## config.mk

```make
export PLATFORM = sky130hd
export DESIGN_NAME = fpu_cmd_queue
export DESIGN_NICKNAME = d
export VERILOG_FILES = /design/src/rtl/fpu_cmd_queue.sv
export SDC_FILE = /design/constraint.sdc
export NUM_CORES = 1
export LEC_CHECK = 0
export CAP_MARGIN = 20
export CELL_PAD_IN_SITES_DETAIL_PLACEMENT = 1
export CELL_PAD_IN_SITES_GLOBAL_PLACEMENT = 2
export CORE_MARGIN = 3
export CORE_UTILIZATION = 41
export CTS_CLUSTER_SIZE = 14
export DETAILED_ROUTE_END_ITERATION = 7
export HOLD_SLACK_MARGIN = 0.1
export PLACE_DENSITY = 0.91
export SKIP_CTS_REPAIR_TIMING = 1
export SLEW_MARGIN = 20
export SYNTH_ARGS = -nofsm -noshare
export SYNTH_HDL_FRONTEND = slang
export SYNTH_SLANG_ARGS = --single-unit
```

## constraint.sdc

```tcl
create_clock -name clk -period 4.7 [get_ports clk]
set_clock_uncertainty 0.15 [all_clocks]
set_input_delay 0.94 -clock clk [delete_from_list [all_inputs] [get_ports clk]]
set_output_delay 0.94 -clock clk [all_outputs]
set_load 0.02 [all_outputs]
```

## src/rtl/fpu_cmd_queue.sv

```systemverilog
// Command queue in front of a single-issue FPU: buffers commands in a FIFO,
// issues one at a time, and returns each result with the tag it was accepted under.
`timescale 1ns/1ps
module fpu_cmd_queue #(
    parameter int DEPTH = 4,
    parameter int TAG_W = 4
) (
    input  logic                       clk,
    input  logic                       rst,
    input  logic                       cmd_valid,
    output logic                       cmd_ready,
    input  logic [5:0]                 cmd_op,
    input  logic [4:0]                 cmd_x1,
    input  logic [4:0]                 cmd_x2,
    input  logic [4:0]                 cmd_y,
    input  logic [31:0]                cmd_data,
    input  logic                       flush,
    output logic [5:0]                 fpu_operation,
    output logic [4:0]                 fpu_x1,
    output logic [4:0]                 fpu_x2,
    output logic [4:0]                 fpu_y,
    output logic [31:0]                fpu_in_data,
    output logic                       fpu_ready,
    input  logic                       fpu_valid,
    input  logic [31:0]                fpu_out_data,
    input  logic                       fpu_cond,
    output logic                       rsp_valid,
    input  logic                       rsp_ready,
    output logic [31:0]                rsp_data,
    output logic                       rsp_cond,
    output logic [TAG_W-1:0]           rsp_tag,
    output logic [$clog2(DEPTH):0]     count,
    output logic [1:0]                 fsm_state
);

    // Handshakes: a transfer happens on a rising edge where valid && ready are
    // both high; valid and payload stay stable until that edge.

    localparam int PTR_W = $clog2(DEPTH);
    localparam int CNT_W = PTR_W + 1;
    localparam logic [CNT_W-1:0] DEPTH_C = CNT_W'(DEPTH);

    typedef enum logic [1:0] {
        IDLE  = 2'd0,
        ISSUE = 2'd1,
        RESP  = 2'd2
    } state_t;

    state_t state, state_next;

    logic [5:0]       op_mem   [DEPTH];
    logic [4:0]       x1_mem   [DEPTH];
    logic [4:0]       x2_mem   [DEPTH];
    logic [4:0]       y_mem    [DEPTH];
    logic [31:0]      data_mem [DEPTH];
    logic [TAG_W-1:0] tag_mem  [DEPTH];

    logic [PTR_W-1:0] wr_ptr, rd_ptr;
    logic [TAG_W-1:0] tag_cnt;
    logic [TAG_W-1:0] issue_tag;
    logic             push, pop;

    assign cmd_ready = (count < DEPTH_C) && !flush;
    assign push      = cmd_valid && cmd_ready;
    assign fpu_ready = (state == ISSUE);
    assign rsp_valid = (state == RESP);
    assign fsm_state = state;

    always_comb begin
        state_next = state;
        pop        = 1'b0;
        case (state)
            IDLE: begin
                if (count != '0 && !flush) begin
                    pop        = 1'b1;
                    state_next = ISSUE;
                end
            end
            ISSUE: begin
                if (fpu_valid) state_next = RESP;
            end
            RESP: begin
                if (rsp_ready) begin
                    // Chain straight into the next issue so the FPU sees no idle gap.
                    if (count != '0 && !flush) begin
                        pop        = 1'b1;
                        state_next = ISSUE;
                    end else begin
                        state_next = IDLE;
                    end
                end
            end
            default: state_next = IDLE;
        endcase
    end

    always_ff @(posedge clk or posedge rst) begin
        if (rst) state <= IDLE;
        else     state <= state_next;
    end

    // Storage carries no reset; an entry is only read after it has been written.
    always_ff @(posedge clk) begin
        if (push) begin
            op_mem[wr_ptr]   <= cmd_op;
            x1_mem[wr_ptr]   <= cmd_x1;
            x2_mem[wr_ptr]   <= cmd_x2;
            y_mem[wr_ptr]    <= cmd_y;
            data_mem[wr_ptr] <= cmd_data;
            tag_mem[wr_ptr]  <= tag_cnt;
        end
    end

    always_ff @(posedge clk or posedge rst) begin
        if (rst) begin
            wr_ptr  <= '0;
            rd_ptr  <= '0;
            count   <= '0;
            tag_cnt <= '0;
        end else begin
            if (push) tag_cnt <= tag_cnt + TAG_W'(1);
            if (flush) begin
                count  <= '0;
                rd_ptr <= wr_ptr;
            end else begin
                if (push) wr_ptr <= wr_ptr + PTR_W'(1);
                if (pop)  rd_ptr <= rd_ptr + PTR_W'(1);
                case ({push, pop})
                    2'b10:   count <= count + CNT_W'(1);
                    2'b01:   count <= count - CNT_W'(1);
                    default: count <= count;
                endcase
            end
        end
    end

    // Issue registers keep the last issued command visible while idle.
    always_ff @(posedge clk or posedge rst) begin
        if (rst) begin
            fpu_operation <= '0;
            fpu_x1        <= '0;
            fpu_x2        <= '0;
            fpu_y         <= '0;
            fpu_in_data   <= '0;
            issue_tag     <= '0;
        end else if (pop) begin
            fpu_operation <= op_mem[rd_ptr];
            fpu_x1        <= x1_mem[rd_ptr];
            fpu_x2        <= x2_mem[rd_ptr];
            fpu_y         <= y_mem[rd_ptr];
            fpu_in_data   <= data_mem[rd_ptr];
            issue_tag     <= tag_mem[rd_ptr];
        end
    end

    always_ff @(posedge clk or posedge rst) begin
        if (rst) begin
            rsp_data <= '0;
            rsp_cond <= 1'b0;
            rsp_tag  <= '0;
        end else if (state == ISSUE && fpu_valid) begin
            rsp_data <= fpu_out_data;
            rsp_cond <= fpu_cond;
            rsp_tag  <= issue_tag;
        end
    end

endmodule

```

==> results by group <==
Status
  – Status: completed

STA
  – Final max-slew violation count: 0
  – Unrepaired setup endpoints after global routing: no
  – Worst slew pin tran: 0.945 ns
  – Final setup fails: 0
  – TNS Setup: 0 ns
  – Slew margin rel.: 0.370
  – Clock period minus worst slack: 3.65 ns
  – Fmax: 274 MHz
  – Final WS setup: 1.05 ns
  – Final hold violation count: 0
  – Final Cycle Share: 0.776

Logic synthesis
  – Post-synth top area share: 0.536
  – Post-synthesis adder-cell area fraction: 0.00647
  – Synthesized area: 12800 um^2
  – Compound-gate portion of the synthesized area: 0.00637
  – Mux contribution to synthesized area: 0.201
  – Largest family of logic cells by synthesized area: multiplexers
  – Post-synth top area cell: edfxtp_1
  – Simple-Gate Fraction of Synth Area: 0.0132
  – Cell variety after synth: 40
  – Mean Syn Cell Area: 22.3 um^2
  – Synth area leaders: edfxtp_1 (54%), dfrtp_1 (21%), mux4_2 (10%), mux2_4 (6.6%), mux2_1 (1.7%)
  – Post-synthesis xor/xnor area fraction: 0.00519
  – Syn Inst Count: 573
  – Synthesis-stage register bit count: 335
  – Sequential fraction of the synthesis area: 0.746
  – Syn_nets: 671
  – Synth Warn #: 0

Floorplanning
  – Chip height: 182 um
  – Chip width: 182 um
  – Core Box Area: 30200 um^2
  – IO Count: 190
  – Cell row count: 63
  – Die ar.: 33300 um^2
  – Initial Util: 0.423

Power and ir drop
  – Design Power: 10.7 mW
  – Pleak: 5.82 nW
  – Maximum VDD drop: 0.428 mV
  – Power Dens Cells: 660 nW/um^2

Detailed routing
  – # DRC: 0
  – DR vias/cell: 5.11
  – Pre-Repair DR Iteration Count: 4
  – Antenna-violating nets left: 0
  – Initial drt markers: 271
  – Wire per inst: 22.1 um
  – Routed vias: 6135
  – Final WL: 26600 um

Finish
  – Antenna Cells: 0
  – Filler cells: 2648
  – Layout area overhead: 26.9%
  – Non-filler cells in the finished layout: 1201
  – Final net count: 880
  – Share of layout cells above drive strength 1: 0.252
  – Post-route cell area: 16200 um^2

Global routing
  – Gr ovfl total: 0
  – Initial antenna violation count: 0
  – Vias in the first global route: 6882
  – First-pass GRT wire length: 41500 um
  – Pin count of the biggest net entering global routing: 76
  – Gr usage total: 0.161

CTS
  – H-tree levels: 2
  – Clock Sinks: 335
  – CTS max path bufs: 3
  – Num CTS Buffers: 37
  – Clock Tree Root: clkbuf_16
  – Clk_lat worst skew: 0.51 ns
  – CTS tree: done
  – Clock slew at reported path FFs: 0.06 ns

Placed design
  – DP Area: 15000 um^2
  – Gpl congestion: 0.682
  – HPWL Detailed: 16000 um
  – Pre-CTS WS: 1.06 ns
  – # port buffers: 189
  – DP Cell Count: 1132

Setup path
  – Startpoint types: input pin
  – Worst EP arrival: 2.56 ns
  – Setup crit end kind: primary output
  – Max FO, Critical Path: 10
  – Req. time, crit path: 3.61 ns
  – Crit Path Category: input pin to primary output

Hold path
  – Hold Path Class: flop to flop

Flow run
  – # Max-Cap Violations: 0
[layer usage]
metal / vias up / wire, um / global-route usage
met5: - / 0 / 0
li1: 2692 / - / -
met1: 3231 / 10900 / 0.200
met4: 0 / 359 / 0.0311
met3: 32 / 1450 / 0.0385
met2: 180 / 13800 / 0.288
[state kept, by name, summed over array words and instances, names as in the netlist, 5 cells and up]
name,cells
data_mem,128
fpu_x2,5
fpu_in_data,32
x1_mem,20
fpu_operation,6
x2_mem,20
tag_mem,16
fpu_y,5
fpu_x1,5
op_mem,24
rsp_data,32
y_mem,20
[power by group]
part	internal (mW)	switching, mW
Combinational	1.97	1.55
Sequential	3.89	0.491
Clock	1.69	1.11
[synthesized netlist by cell type, drive strengths merged]
cell / instances
a211oi: 2
a31oi: 1
and2: 1
and3: 5
buf: 25
clkbuf: 2
dfrtp: 107
edfxtp: 228
fa: 1
ha: 5
inv: 5
mux2: 94
mux2i: 1
mux4: 57
nand2: 8
nand2b: 6
nand3: 1
nand4: 1
nor2: 6
nor2b: 1
o21ai: 5
o311a: 1
o311ai: 2
or3: 1
or4: 1
xnor2: 4
xnor3: 1
xor2: 1
[critical path: stages]
cell and delay [ns]:
clkdlybuf4s50_1 0.64, nor2_2 0.31, clkdlybuf4s50_1 0.66
[kinds of logic (layout without fill, tap and decap cells)]
| family | Yosys count | count (layout) |
|---|---|---|
| DFF | 335 | 335 |
| and+or+nand+nor | 31 | 31 |
| AOI/OAI and AO/OA | 11 | 11 |
| xor gates and xnor gates | 6 | 6 |
| buffers and inverters | 32 | 270 |
| adders and majority gates | 6 | 6 |
| muxes | 152 | 152 |
[final timing paths]
kind                            slack, ns  depth (start not counted)                    from                          to
worst max-delay path                 1.05                          3                   flush                   cmd_ready
worst min-delay path                 0.34                          1  rsp_tag[2]$_DFFE_PP0P_      rsp_tag[2]$_DFFE_PP0P_
worst max register to register       2.26                          4   rd_ptr[0]$_DFFE_PP0P_  fpu_in_data[5]$_DFFE_PP0P_
worst min register to register       0.34                          1  rsp_tag[2]$_DFFE_PP0P_      rsp_tag[2]$_DFFE_PP0P_
max in group asynchronous            2.82                          3                     rst  fpu_in_data[1]$_DFFE_PP0P_
min in group asynchronous            0.81                          2                     rst    rsp_data[17]$_DFFE_PP0P_
[area by class of cell]
class / instances / area (um^2) / area share
Tap cell: 390 / 488 / 0.0301
Clock inverter: 18 / 169 / 0.0104
Sequential cell: 335 / 9530 / 0.588
Multi-Input combinational cell: 206 / 2990 / 0.185
Clock buffer: 50 / 1020 / 0.0628
Inverter: 5 / 23.8 / 0.00147
Timing Repair Buffer: 197 / 1980 / 0.122
[stage by stage]
stage	utilization	hold slack, ns
3_5_place_dp	0.496	0.331
3_3_place_gp	0.496	0.323
5_1_grt	0.537	0.356
4_1_cts	0.536	0.344
2_1_floorplan	-	0.308
6_report	0.537	0.339
[placed cells by master (no fill, tap or decap), types with 8 or more instances in the layout]
cell type / netlist / routed
clkbuf_16: 0 / 39
mux2_4: 56 / 56
clkdlybuf4s50_1: 0 / 189
clkbuf_1: 2 / 11
nand2_1: 8 / 8
mux2_1: 19 / 19
mux2_2: 19 / 19
dfrtp_1: 107 / 105
mux4_2: 57 / 57
edfxtp_1: 228 / 228
(Power assumes the default switching activity.)
